--- src/rtl/mem_port_arbiter_if.sv ---
// Bundle of CPU, auxiliary and memory-side signals around mem_port_arbiter.
// The slave modport is the arbiter's view; the master modport is the surrounding system's view.
interface mem_port_arbiter_if #(
    parameter int ADDR_W = 16,
    parameter int DATA_W = 16
);
    logic              CpuReq;
    logic              CpuWE;
    logic [ADDR_W-1:0] CpuAddr;
    logic [DATA_W-1:0] CpuWData;
    logic              CpuAck;
    logic [DATA_W-1:0] CpuRData;

    logic              AuxReq;
    logic              AuxWE;
    logic [ADDR_W-1:0] AuxAddr;
    logic [DATA_W-1:0] AuxWData;
    logic              AuxAck;
    logic [DATA_W-1:0] AuxRData;

    logic              MemEn;
    logic              MemWE;
    logic [ADDR_W-1:0] MemAddr;
    logic [DATA_W-1:0] MemWData;
    logic [DATA_W-1:0] MemRData;

    logic              Busy;
    logic              GrantAux;

    modport slave (
        input  CpuReq, CpuWE, CpuAddr, CpuWData,
        output CpuAck, CpuRData,
        input  AuxReq, AuxWE, AuxAddr, AuxWData,
        output AuxAck, AuxRData,
        output MemEn, MemWE, MemAddr, MemWData,
        input  MemRData,
        output Busy, GrantAux
    );

    modport master (
        output CpuReq, CpuWE, CpuAddr, CpuWData,
        input  CpuAck, CpuRData,
        output AuxReq, AuxWE, AuxAddr, AuxWData,
        input  AuxAck, AuxRData,
        input  MemEn, MemWE, MemAddr, MemWData,
        output MemRData,
        input  Busy, GrantAux
    );
endinterface

--- src/rtl/mem_port_arbiter.sv ---
// Shares one single-port memory between the CPU and an auxiliary requester, one transaction at a time.
// Ties alternate round-robin; define ARB_CPU_PRIORITY_EN to make the CPU win every tie instead.
module mem_port_arbiter #(
    parameter int ADDR_W   = 16,
    parameter int DATA_W   = 16,
    parameter int READ_LAT = 1
) (
    input logic Clock,
    input logic Reset,
    mem_port_arbiter_if.slave bus
);
    typedef enum logic [1:0] {IDLE, ISSUE, WAIT, ACK} state_t;

    localparam logic [1:0] LAT_LOAD = 2'(READ_LAT - 1);

    state_t            state, nextState;
    logic [1:0]        count, nextCount;
    logic              lastGrant, nextLastGrant;
    logic              grantAux, nextGrantAux;
    logic              opWrite, nextOpWrite;
    logic              memEn, nextMemEn;
    logic              memWE, nextMemWE;
    logic [ADDR_W-1:0] memAddr, nextMemAddr;
    logic [DATA_W-1:0] memWData, nextMemWData;
    logic [DATA_W-1:0] cpuRData, nextCpuRData;
    logic [DATA_W-1:0] auxRData, nextAuxRData;
    logic              cpuAck, nextCpuAck;
    logic              auxAck, nextAuxAck;
    logic              busy;
    logic              pickAux;

`ifdef ARB_CPU_PRIORITY_EN
    assign pickAux = bus.AuxReq && !bus.CpuReq;
`else
    assign pickAux = bus.AuxReq && (!bus.CpuReq || !lastGrant);
`endif

    // Every output comes straight from a register; lastGrant starts as aux so the CPU wins the first tie.
    always_ff @(posedge Clock) begin
        if (Reset) begin
            state     <= IDLE;
            count     <= '0;
            lastGrant <= 1'b1;
            grantAux  <= 1'b0;
            opWrite   <= 1'b0;
            memEn     <= 1'b0;
            memWE     <= 1'b0;
            memAddr   <= '0;
            memWData  <= '0;
            cpuRData  <= '0;
            auxRData  <= '0;
            cpuAck    <= 1'b0;
            auxAck    <= 1'b0;
            busy      <= 1'b0;
        end else begin
            state     <= nextState;
            count     <= nextCount;
            lastGrant <= nextLastGrant;
            grantAux  <= nextGrantAux;
            opWrite   <= nextOpWrite;
            memEn     <= nextMemEn;
            memWE     <= nextMemWE;
            memAddr   <= nextMemAddr;
            memWData  <= nextMemWData;
            cpuRData  <= nextCpuRData;
            auxRData  <= nextAuxRData;
            cpuAck    <= nextCpuAck;
            auxAck    <= nextAuxAck;
            busy      <= (nextState != IDLE);
        end
    end

    // Next-state logic also computes the next value of each output register.
    always_comb begin
        nextState     = state;
        nextCount     = count;
        nextLastGrant = lastGrant;
        nextGrantAux  = grantAux;
        nextOpWrite   = opWrite;
        nextMemEn     = 1'b0;
        nextMemWE     = 1'b0;
        nextMemAddr   = memAddr;
        nextMemWData  = memWData;
        nextCpuRData  = cpuRData;
        nextAuxRData  = auxRData;
        nextCpuAck    = 1'b0;
        nextAuxAck    = 1'b0;

        case (state)
            IDLE: begin
                if (bus.CpuReq || bus.AuxReq) begin
                    nextState     = ISSUE;
                    nextGrantAux  = pickAux;
                    nextLastGrant = pickAux;
                    nextOpWrite   = pickAux ? bus.AuxWE    : bus.CpuWE;
                    nextMemAddr   = pickAux ? bus.AuxAddr  : bus.CpuAddr;
                    nextMemWData  = pickAux ? bus.AuxWData : bus.CpuWData;
                    nextMemEn     = 1'b1;
                    nextMemWE     = nextOpWrite;
                end
            end
            ISSUE: begin
                if (opWrite) begin
                    nextState  = ACK;
                    nextCpuAck = !grantAux;
                    nextAuxAck = grantAux;
                end else begin
                    nextState = WAIT;
                    nextCount = LAT_LOAD;
                end
            end
            WAIT: begin
                // The capture edge is the one where MemRData first holds the data for this read.
                if (count == 2'd0) begin
                    nextState  = ACK;
                    nextCpuAck = !grantAux;
                    nextAuxAck = grantAux;
                    if (grantAux) begin
                        nextAuxRData = bus.MemRData;
                    end else begin
                        nextCpuRData = bus.MemRData;
                    end
                end else begin
                    nextCount = count - 2'd1;
                end
            end
            ACK: begin
                nextState = IDLE;
            end
            default: begin
                nextState = IDLE;
            end
        endcase
    end

    assign bus.MemEn    = memEn;
    assign bus.MemWE    = memWE;
    assign bus.MemAddr  = memAddr;
    assign bus.MemWData = memWData;
    assign bus.CpuAck   = cpuAck;
    assign bus.AuxAck   = auxAck;
    assign bus.CpuRData = cpuRData;
    assign bus.AuxRData = auxRData;
    assign bus.Busy     = busy;
    assign bus.GrantAux = grantAux;
endmodule

--- src/flat_wrapper.sv ---
// flat-port wrapper written by rule: the top's interface ports become plain ports
module mem_port_arbiter_flat 
#(
    parameter int ADDR_W   = 16,
    parameter int DATA_W   = 16,
    parameter int READ_LAT = 1
)
  (Clock, Reset, bus_CpuReq, bus_CpuWE, bus_CpuAddr, bus_CpuWData, bus_CpuAck, bus_CpuRData, bus_AuxReq, bus_AuxWE, bus_AuxAddr, bus_AuxWData, bus_AuxAck, bus_AuxRData, bus_MemEn, bus_MemWE, bus_MemAddr, bus_MemWData, bus_MemRData, bus_Busy, bus_GrantAux);
  mem_port_arbiter_if #(.ADDR_W(ADDR_W), .DATA_W(DATA_W)) bus_i ();
  input logic Clock;
  input logic Reset;
  input wire logic [$bits(bus_i.CpuReq)-1:0] bus_CpuReq;
  input wire logic [$bits(bus_i.CpuWE)-1:0] bus_CpuWE;
  input wire logic [$bits(bus_i.CpuAddr)-1:0] bus_CpuAddr;
  input wire logic [$bits(bus_i.CpuWData)-1:0] bus_CpuWData;
  output wire logic [$bits(bus_i.CpuAck)-1:0] bus_CpuAck;
  output wire logic [$bits(bus_i.CpuRData)-1:0] bus_CpuRData;
  input wire logic [$bits(bus_i.AuxReq)-1:0] bus_AuxReq;
  input wire logic [$bits(bus_i.AuxWE)-1:0] bus_AuxWE;
  input wire logic [$bits(bus_i.AuxAddr)-1:0] bus_AuxAddr;
  input wire logic [$bits(bus_i.AuxWData)-1:0] bus_AuxWData;
  output wire logic [$bits(bus_i.AuxAck)-1:0] bus_AuxAck;
  output wire logic [$bits(bus_i.AuxRData)-1:0] bus_AuxRData;
  output wire logic [$bits(bus_i.MemEn)-1:0] bus_MemEn;
  output wire logic [$bits(bus_i.MemWE)-1:0] bus_MemWE;
  output wire logic [$bits(bus_i.MemAddr)-1:0] bus_MemAddr;
  output wire logic [$bits(bus_i.MemWData)-1:0] bus_MemWData;
  input wire logic [$bits(bus_i.MemRData)-1:0] bus_MemRData;
  output wire logic [$bits(bus_i.Busy)-1:0] bus_Busy;
  output wire logic [$bits(bus_i.GrantAux)-1:0] bus_GrantAux;
  assign bus_i.CpuReq = bus_CpuReq;
  assign bus_i.CpuWE = bus_CpuWE;
  assign bus_i.CpuAddr = bus_CpuAddr;
  assign bus_i.CpuWData = bus_CpuWData;
  assign bus_CpuAck = bus_i.CpuAck;
  assign bus_CpuRData = bus_i.CpuRData;
  assign bus_i.AuxReq = bus_AuxReq;
  assign bus_i.AuxWE = bus_AuxWE;
  assign bus_i.AuxAddr = bus_AuxAddr;
  assign bus_i.AuxWData = bus_AuxWData;
  assign bus_AuxAck = bus_i.AuxAck;
  assign bus_AuxRData = bus_i.AuxRData;
  assign bus_MemEn = bus_i.MemEn;
  assign bus_MemWE = bus_i.MemWE;
  assign bus_MemAddr = bus_i.MemAddr;
  assign bus_MemWData = bus_i.MemWData;
  assign bus_i.MemRData = bus_MemRData;
  assign bus_Busy = bus_i.Busy;
  assign bus_GrantAux = bus_i.GrantAux;
  mem_port_arbiter #(.ADDR_W(ADDR_W), .DATA_W(DATA_W), .READ_LAT(READ_LAT)) u_core (.Clock(Clock), .Reset(Reset), .bus(bus_i));
endmodule
--- config.mk ---
export PLATFORM = sky130hd
export DESIGN_NAME = mem_port_arbiter_flat
export DESIGN_NICKNAME = d
export VERILOG_FILES = /design/src/rtl/mem_port_arbiter_if.sv /design/src/rtl/mem_port_arbiter.sv /design/src/flat_wrapper.sv
export SDC_FILE = /design/constraint.sdc
export NUM_CORES = 1
export LEC_CHECK = 0
export CAP_MARGIN = 20
export CORE_MARGIN = 2
export CORE_UTILIZATION = 41
export CTS_BUF_LIST = sky130_fd_sc_hd__clkbuf_16
export CTS_CLUSTER_SIZE = 12
export DETAILED_ROUTE_END_ITERATION = 8
export PLACE_DENSITY = 0.79
export SLEW_MARGIN = 25
export SYNTH_ARGS = -nofsm -noshare
export SYNTH_HDL_FRONTEND = slang
export SYNTH_SLANG_ARGS = --single-unit
--- constraint.sdc ---
create_clock -name Clock -period 2.1 [get_ports Clock]
set_input_delay 0.21 -clock Clock [delete_from_list [all_inputs] [get_ports Clock]]
set_output_delay 0.21 -clock Clock [all_outputs]
set_load 0.005 [all_outputs]
==> flow_summary.yaml <==
run_status:
  status: "finished clean"
finish:
  syn2layout_area_growth_pct: 62.39
  nets: 614
  fin_util: 0.6796
  drive_gt1_frac: 0.1136
  multi_input_area_mm2: 0.001496
  nFillCells: 610
  seq_area_mm2: 0.001521
  insertedDiodeCount: 0
yosys:
  synthTopCellsByArea: "dfxtp_1 48%, nand2_1 11%, a211oi_2 11%"
  ys_ff_latch: 76
  synth.most_common_cell: "nand2_1"
  yosysWarnings: 0
  syn_inst: 375
  synth_common_cells: "98 x nand2_1, 76 x dfxtp_1, 64 x a21oi_1"
  syn-cell-area_mm2: 0.003201
  synth_ff_type: "dfxtp_1"
  synth_edf_count: 0
  async_flop_share: 0
  synth_area_leader_cell: "dfxtp_1"
  avgSynthCellArea_um2: 8.535
  synth_nets: 466
  seq_area_frac_synth: 0.4754
  synth.top_cell.area_share: 0.4754
  synthDistinctLibCells: 33
sta:
  period_share: 0.7471
  tns_ns: 0
  worst_slack_ns: 0.5310
  period_minus_slack_ns: 1.569
  fmax_mhz: 637.4
  slew_violations: 0
  tightest_slew_ns: 0.5744
  finalSetupViolCount: 0
  rsz0062_at_grt: "no"
  finalHoldViolations: 0
  relSlewSlack: 0.6171
  finClkSkew_ns: 0.004823
pwr:
  peakVddDrop_mv: 0.5133
  powerDensity_mw_per_mm2: 1222
  p_leak_nw: 1.925
floorplan:
  initial_core_util: 0.4185
  core-area_mm2: 0.007647
  die_h_um: 92.36
  dieArea_mm2: 0.008529
  rows: 32
  fp.dieW_um: 92.36
  io_pins: 156
clocking:
  clockRootBuffer: "clkbuf_16"
  cts_made_buffers: 9
  htree_levels: 3
  ctsResizeCount: 0
  post_cts_buffers: 0
  cts_tree: "built"
  clock_path_buffers: 2
  hold_buffers: 0
  clock_latency_ns: 0.33
  path_clk_slew_ns: 0.05
  cts.sinks: 76
worst_setup_path:
  crit_slowest_cell: "clkdlybuf4s50_1"
  r2r_end: "u_core.bus.MemWData[10]"
  worstPathRequired_ns: 1.89
  path_cells: "clkdlybuf4s50_1"
  worstSetupPathType: "flip-flop to output pin"
  cp-end-kind: "output pin"
  max_stage_delay_ns: 0.58
  r2r_start: "u_core.state[0]"
  ff2ff_setup_slack_ns: 0.55
  cp_top_family: "buffers and inverters"
  reg2reg_depth: 6
  critPathLaunchType: "flip-flop"
  critPathBufInv: 1
  worstPathMaxFanout: 8
  cp.arrival_ns: 1.36
place:
  dp_hpwl_mm: 6.594
  dp_slack_ns: 0.3185
  place.gp.congestion: 0.7379
  port-buffer-count: 155
route:
  post_drt_wl_per_cell_um: 15.00
  firstDrtPassIters: 4
  routed-via-count: 3146
  avgViaCountPerCell: 4.994
  first_iter_violations: 84
  finalWirelength_mm: 9.453
  drc: 0
  antenna_left: 0
hold_path:
  min_from: "Reset"
  hold_path_depth: 2
  hold_end: "u_core.bus.MemWData[4]"
  hold_class: "input pin to flip-flop"
grt:
  grt_max_degree: 40
  grt_overflow: 0
  grt_pass1_wl_mm: 15.32
  grt_pass1_vias: 3174
  antenna_found_initial: 0
  grtUsageTotal: 0.2251
job:
  max_cap_viol_count: 0
==> through the flow <==
stage	instances	power (W)	hold WS (ns)	area (um2)
final	630	0.006350	0.4079	5197
after global routing	630	0.006726	0.4400	5197
after CTS	630	0.006393	0.4026	5197
after detailed placement	614	0.004612	0.4464	4856
after global placement	614	0.004522	0.4418	4856
after floorplan	375	0.003434	0.3460	3201
==> per-layer routing <==
metal,track usage,share of wire,vias up
met3,0.03824,0.036,27
met1,0.2619,0.42,1462
met2,0.3978,0.51,94
met5,0,0,-
li1,-,-,1563
met4,0.1119,0.033,0
==> report_power, final <==
| part | internal [W] | total (W) | switching, W |
|---|---|---|---|
| Combinational | 0.00132 | 0.00257 | 0.00124 |
| Clock | 0.00116 | 0.00174 | 0.000589 |
| Sequential | 0.00182 | 0.00204 | 0.000216 |
==> flip-flops by register name (all words and copies together), names as in the netlist <==
register / flops
u_core.bus.AuxRData: 16
u_core.bus.AuxAck: 1
u_core.bus.GrantAux: 1
u_core.bus.MemWData: 16
u_core.bus.MemWE: 1
u_core.bus.CpuRData: 16
u_core.bus.Busy: 1
u_core.count: 2
u_core.lastGrant: 1
u_core.bus.MemEn: 1
u_core.bus.MemAddr: 16
u_core.state: 2
u_core.opWrite: 1
u_core.bus.CpuAck: 1
==> cell usage in the layout, fill, tap and decap left out, drive strengths merged <==
cell type,netlist,layout
and3b,1,1
nand2b,2,2
a211oi,34,34
ha,5,5
nor4b,1,1
dfxtp,76,76
nand3b,1,1
mux2i,2,2
nand3,3,3
or2,1,1
a22oi,2,2
a21oi,66,66
nand2,98,98
clkbuf,8,9
and3,1,1
inv,5,6
nor2,35,35
a211o,2,2
clkdlybuf4s50,0,154
buf,21,12
a21boi,1,1
a31oi,1,1
nor3b,3,3
nor3,2,2
bufinv,0,3
clkinvlp,0,3
o21a,1,1
a21bo,1,1
o21ai,2,2
==> worst max path at each step <==
stage | from | end | slack, ns | cells past startpoint
5_1_grt | u_core.state[0] | u_core.bus.MemWData[3] | 0.42 | 6
6_report | u_core.bus.GrantAux | bus_GrantAux | 0.53 | 1
3_5_place_dp | bus_AuxReq | u_core.opWrite | 0.32 | 5
3_3_place_gp | bus_AuxReq | u_core.opWrite | 0.37 | 5
4_1_cts | u_core.bus.GrantAux | bus_GrantAux | 0.54 | 1
2_1_floorplan | u_core.state[0] | u_core.bus.CpuRData[13] | 0.62 | 7
==> layout make-up <==
type / instances / share of cell area
inverters: 5 / 0.003611
well taps: 102 / 0.02455
clock buffers: 9 / 0.04333
repair buffers: 166 / 0.3255
clock inverters: 7 / 0.02239
multi-input cells: 265 / 0.2879
flip-flops and latches: 76 / 0.2927
==> cells by family (layout without fill, tap and decap cells) <==
kind of cell             count (synthesis)  count (layout)  share of synthesized area
flip-flops                              76              76                     0.4754
adder cells (fa/ha/maj)                  5               5                    0.01955
AO/OA/AOI/OAI                          110             110                     0.2553
multiplexers                             2               2                   0.006255
AND/OR/NAND/NOR                        148             148                     0.1865
buffers and inverters                   34             187                    0.05708
Power figures use the tool's default switching activity.
